File: config.mk
export PLATFORM = sky130hd
export DESIGN_NAME = branch_unit
export DESIGN_NICKNAME = d
export VERILOG_FILES = /design/src/rtl/lc3_br_pkg.sv /design/src/rtl/branch_unit_cond_eval.sv /design/src/rtl/branch_unit.sv
export SDC_FILE = /design/constraint.sdc
export NUM_CORES = 1
export LEC_CHECK = 0
export ABC_AREA = 0
export CORE_MARGIN = 4
export CORE_UTILIZATION = 44
export DETAILED_ROUTE_END_ITERATION = 7
export MAX_ROUTING_LAYER = met4
export PLACE_DENSITY = 0.8
export SLEW_MARGIN = 0
export SYNTH_ARGS = -nofsm -noshare
export SYNTH_HDL_FRONTEND = slang
export SYNTH_SLANG_ARGS = --single-unit
File: constraint.sdc
create_clock -name Clk -period 2.67 [get_ports Clk]
set_clock_uncertainty 0.05 [all_clocks]
set_input_delay 0.4005 -clock Clk [delete_from_list [all_inputs] [get_ports Clk]]
set_output_delay 0.4005 -clock Clk [all_outputs]
set_load 0.01 [all_outputs]
File: src/rtl/lc3_br_pkg.sv
// Shared types and condition-code helper for the LC-3 branch unit.
package lc3_br_pkg;

    typedef enum logic [1:0] {
        OP_BR   = 2'b00,
        OP_JMP  = 2'b01,
        OP_JSR  = 2'b10,
        OP_JSRR = 2'b11
    } br_op_t;

    typedef enum logic {
        IDLE   = 1'b0,
        SQUASH = 1'b1
    } br_state_t;

    function automatic logic [2:0] cc_from_data(input logic [15:0] d);
        logic n, z;
        n = d[15];
        z = (d == 16'h0000);
        return {n, z, ~n & ~z};
    endfunction

endpackage

File: src/rtl/branch_unit_cond_eval.sv
// Taken decision: forwarded or architectural CC against the nzp mask.
module br_cond_eval
    import lc3_br_pkg::*;
(
    input  logic [1:0]  op,
    input  logic [2:0]  cond,
    input  logic        cc_N,
    input  logic        cc_Z,
    input  logic        cc_P,
    input  logic        fwd_valid,
    input  logic [15:0] fwd_data,
    output logic        taken
);

    logic [2:0] nzp;

    always_comb begin
        nzp = fwd_valid ? cc_from_data(fwd_data) : {cc_N, cc_Z, cc_P};
        if (br_op_t'(op) == OP_BR)
            taken = |(cond & nzp);
        else
            taken = 1'b1;
    end

endmodule

File: src/rtl/branch_unit.sv
// Execute-stage control-transfer resolution: target, redirect, link,
// squash window and performance counters.
module branch_unit
    import lc3_br_pkg::*;
#(
    parameter int FLUSH_DEPTH = 2
) (
    input  logic        Clk,
    input  logic        Reset,
    input  logic        stall,
    input  logic        br_valid,
    input  logic [1:0]  br_op,
    input  logic [2:0]  br_cond,
    input  logic [15:0] pc_plus1,
    input  logic [15:0] offset,
    input  logic [15:0] base_reg,
    input  logic        cc_N,
    input  logic        cc_Z,
    input  logic        cc_P,
    input  logic        cc_fwd_valid,
    input  logic [15:0] cc_fwd_data,
    output logic        redirect,
    output logic [15:0] redirect_pc,
    output logic        link_we,
    output logic [15:0] link_data,
    output logic        flush,
    output logic [15:0] br_count,
    output logic [15:0] taken_count
);

    br_state_t  state, state_nx;
    logic [2:0] cnt, cnt_nx;
    logic       taken;
    logic       accept;
    logic       take;
    logic       is_link;
    logic [15:0] target;
    br_op_t     op;

    assign op = br_op_t'(br_op);

    br_cond_eval u_cond (
        .op        (br_op),
        .cond      (br_cond),
        .cc_N      (cc_N),
        .cc_Z      (cc_Z),
        .cc_P      (cc_P),
        .fwd_valid (cc_fwd_valid),
        .fwd_data  (cc_fwd_data),
        .taken     (taken)
    );

    assign accept  = (state == IDLE) && br_valid && !stall;
    assign take    = accept && taken;
    assign is_link = (op == OP_JSR) || (op == OP_JSRR);
    assign target  = ((op == OP_JMP) || (op == OP_JSRR))
                   ? base_reg : pc_plus1 + offset;
    assign flush   = (state == SQUASH);

    always_comb begin
        state_nx = state;
        cnt_nx   = cnt;
        unique case (state)
            IDLE: begin
                if (take) begin
                    state_nx = SQUASH;
                    cnt_nx   = 3'(FLUSH_DEPTH);
                end
            end
            SQUASH: begin
                if (!stall) begin
                    cnt_nx = cnt - 3'd1;
                    if (cnt == 3'd1)
                        state_nx = IDLE;
                end
            end
            default: state_nx = IDLE;
        endcase
    end

    always_ff @(posedge Clk) begin
        if (Reset) begin
            state <= IDLE;
            cnt   <= 3'd0;
        end else begin
            state <= state_nx;
            cnt   <= cnt_nx;
        end
    end

    // Redirect and link pulses persist across stalls; first free cycle ends them.
    always_ff @(posedge Clk) begin
        if (Reset) begin
            redirect    <= 1'b0;
            redirect_pc <= 16'h0000;
            link_we     <= 1'b0;
            link_data   <= 16'h0000;
            br_count    <= 16'h0000;
            taken_count <= 16'h0000;
        end else begin
            if (take) begin
                redirect    <= 1'b1;
                redirect_pc <= target;
                link_we     <= is_link;
                link_data   <= pc_plus1;
            end else if (!stall) begin
                redirect <= 1'b0;
                link_we  <= 1'b0;
            end
            if (accept)
                br_count <= br_count + 16'd1;
            if (take)
                taken_count <= taken_count + 16'd1;
        end
    end

endmodule
==> impl_metrics.csv <==
group,metric,value,unit
power,p_leak,0.00210,µW
detailed_routing,route.vias.total,3733,
clocking,path_clk_slew,80,ps
setup_path,reg2reg_from,"flush$_SDFF_PP0_",
grt,grt.total_usage,21.5,%
outcome,status,"completed",
finish,post-route-util,67.4,%
grt,antenna_found_initial,0,
placement,placed_area,5370,µm²
clocking,cts_buffers,9,
synth,postSynthAreaPerCell,8.39,µm²
die,num_rows,33,
power,fin_total_pwr,2670,µW
die,initial_core_util,45.4,%
die,die-area,10100,µm²
clocking,insertion_delay,340,ps
detailed_routing,m1WireLength,4620,µm
synth,yosys-top-cells-count,"nor2_1 (79), dfxtp_1 (70), nand2_1 (35)",
setup_path,regToRegEndpoint,"link_data[3]$_SDFFE_PP0P_",
detailed_routing,top_layer,"met4",
placement,port_buffers,143,
die,design.core.area,8260,µm²
detailed_routing,drc,0,
setup_path,path_class,"in -> reg",
clocking,cts_setup_buffers,0,
die,die_h,100,µm
detailed_routing,routed_wirelength,10500,µm
synth,synth_nets,544,
setup_path,worstRegToRegCells,8,
synth,ys_seq_area_share,37.3,%
clocking,postCtsHoldBufs,0,
clocking,clock_sinks,70,
synth,yosysMostFrequentCell,"nor2_1",
detailed_routing,wl_met3,464,µm
synth,synth_top_family_by_area,"simple AND/OR/NAND/NOR gates",
synth,synth-xor-area-share,7.94,%
finish,final_nets,692,
grt,grt_pass1_vias,3718,
synth,synth_top_area_share,37.3,%
finish,layout-drive-gt1-share,6.33,%
clocking,cts_buffer_depth,2,
synth,synth_compound_area_share,14.5,%
setup_path,crit_path_start_kind,"primary input",
grt,grt_max_degree,33,
synth,syn_inst,447,
timing,hold_viol,0,
clocking,htreeDepth,3,
detailed_routing,drt_iter0_markers,148,
grt,grt_pass1_wl,17100,µm
synth,syn_area,3750,µm²
synth,synth.distinct_cells,49,
synth,synthSimpleGateAreaFrac,23.5,%
detailed_routing,route.detailed.wl_per_inst,14.8,µm
clocking,root_buffer,"clkbuf_8",
synth,synth-edff-count,0,
die,chipWidth,100,µm
detailed_routing,final_antenna_net_count,0,
timing,relSlewSlack,67.8,%
timing,fmax,403,MHz
placement,gp_congestion,0.836,
finish,final_area,5570,µm²
timing,setup_viol,0,
synth,yosys.area.top_type,"dfxtp_1",
min_path,min_path_type,"in -> reg",
min_path,hold_end,"cnt[0]$_SDFFE_PP0P_",
detailed_routing,vias_per_cell,5.30,
detailed_routing,route.met2.wl,5210,µm
placement,hpwl,8190,µm
finish,area_growth_syn_to_layout,48.3,%
finish,layout.cells.non_filler,705,
finish,nFillCells,710,
timing,rsz0062_at_grt,"no",
clocking,tritoncts,"built",
detailed_routing,dr.pass1.iters,4,
synth,synth-seq-cells,70,
min_path,hold_path_depth,2,
synth,synth_fa_ha_area_share,6.87,%
synth,yosys_warnings,0,
synth,synth_flop_cell,"dfxtp_1",
timing,period_share,93.0,%
flow_run,max_cap_viol_count,0,
die,io_pins,144,
grt,overflow,0,
clocking,ctsResizeCount,0,
synth,async_flop_share,0,%
setup_path,cp.required,2870,ps
placement,placed_cells,689,
synth,synth_area_leaders,"dfxtp_1 (37%), nor2_1 (7.9%), ha_1 (6.3%), mux2i_1 (5.6%), xor2_1 (5.4%)",
timing,worst_pin_slew,482,ps
setup_path,rrSetupSlack,790,ps
power,powerDensity,479,nW/µm²
timing,drv_slew,0,
setup_path,worst_setup_path_end_kind,"flop",
setup_path,critPathMaxFanout,3,
synth,synth_mux_area_share,6.20,%
setup_path,crit_arrival,2680,ps
power,vdd_ir_drop_max,0.344,mV
finish,n_antenna_cell,0,
timing,min_period,2480,ps
min_path,hp-start,"Reset",
[logic make-up (layout without fill, tap and decap cells)]
family,after synthesis,in the layout
DFF,70,70
buffers and inverters,29,182
xor gates and xnor gates,34,34
muxes,23,23
adders and majority gates,20,20
and+or+nand+nor,189,189
AOI/OAI and AO/OA,82,82
[state kept, by name, indices dropped and copies added, names as in the netlist]
| signal | cells |
|---|---|
| link_data | 16 |
| flush | 1 |
| redirect_pc | 16 |
| br_count | 16 |
| redirect | 1 |
| link_we | 1 |
| cnt | 3 |
| taken_count | 16 |
[area by class of cell]
cell class / count / area (µm²) / share of cell area [%]
Inverter: 8 / 30.0 / 0.539
Clock inverter: 7 / 77.6 / 1.39
Multi-Input combinational cell: 348 / 2210 / 39.8
Timing Repair Buffer: 158 / 1590 / 28.5
Tap cell: 105 / 131 / 2.36
Clock buffer: 9 / 124 / 2.23
Sequential cell: 70 / 1400 / 25.2
[critical path, cell delays in order]
cell and delay [ps]:
clkdlybuf4s50_1 520, ha_1 260, a211oi_1 360, o21ai_1 180
a31o_1 240, a21oi_1 200, nand2b_1 160, nand3_1 90
a311oi_1 260
[stage by stage]
step | setup TNS, ps | worst slack (ps) | hold WS [ps]
floorplan | 0 | 514 | 442
global placement | -33.2 | -27.5 | 422
detailed placement | -571 | -118 | 438
CTS | 0 | 237 | 288
global route | 0 | 31.3 | 298
finish | 0 | 186 | 304
[report_power, final]
| part | leakage [µW] | total [µW] | internal, µW | switching (µW) |
|---|---|---|---|---|
| registers | 0.000570 | 1130 | 1100 | 34.8 |
| logic | 0.00142 | 658 | 365 | 294 |
| clock network | 0.000101 | 877 | 443 | 434 |
| total | 0.00210 | 2670 | 1910 | 763 |
[worst max-delay path by stage]
stage,from,end,slack [ps],depth (start not counted)
2_1_floorplan,offset[0],redirect_pc[14]$_SDFFE_PP0P_,510,10
6_report,pc_plus1[1],redirect_pc[11]$_SDFFE_PP0P_,190,9
3_5_place_dp,pc_plus1[0],redirect_pc[14]$_SDFFE_PP0P_,-120,11
4_1_cts,pc_plus1[0],redirect_pc[12]$_SDFFE_PP0P_,240,11
3_3_place_gp,pc_plus1[0],redirect_pc[14]$_SDFFE_PP0P_,-30,11
5_1_grt,pc_plus1[1],redirect_pc[11]$_SDFFE_PP0P_,30,9
[routing by layer]
metal,vias up,track usage [%]
met2,99,36.1
met4,0,6.01
met3,11,4.73
met5,-,-
li1,1882,-
met1,1741,26.0
[cell usage in the layout (no fill, tap or decap), types with 10 or more instances in the layout]
cell type          n
o21ai_0           11
a21oi_1           21
mux2i_1           21
buf_4             11
nand2_1           35
ha_1              19
xnor2_1           11
nand4_1           16
xor2_1            23
clkdlybuf4s50_1  142
o21ai_1           10
dfxtp_1           70
nor2_1            79
nor3_1            12
Note: power is estimated with default switching activity, not from simulation.
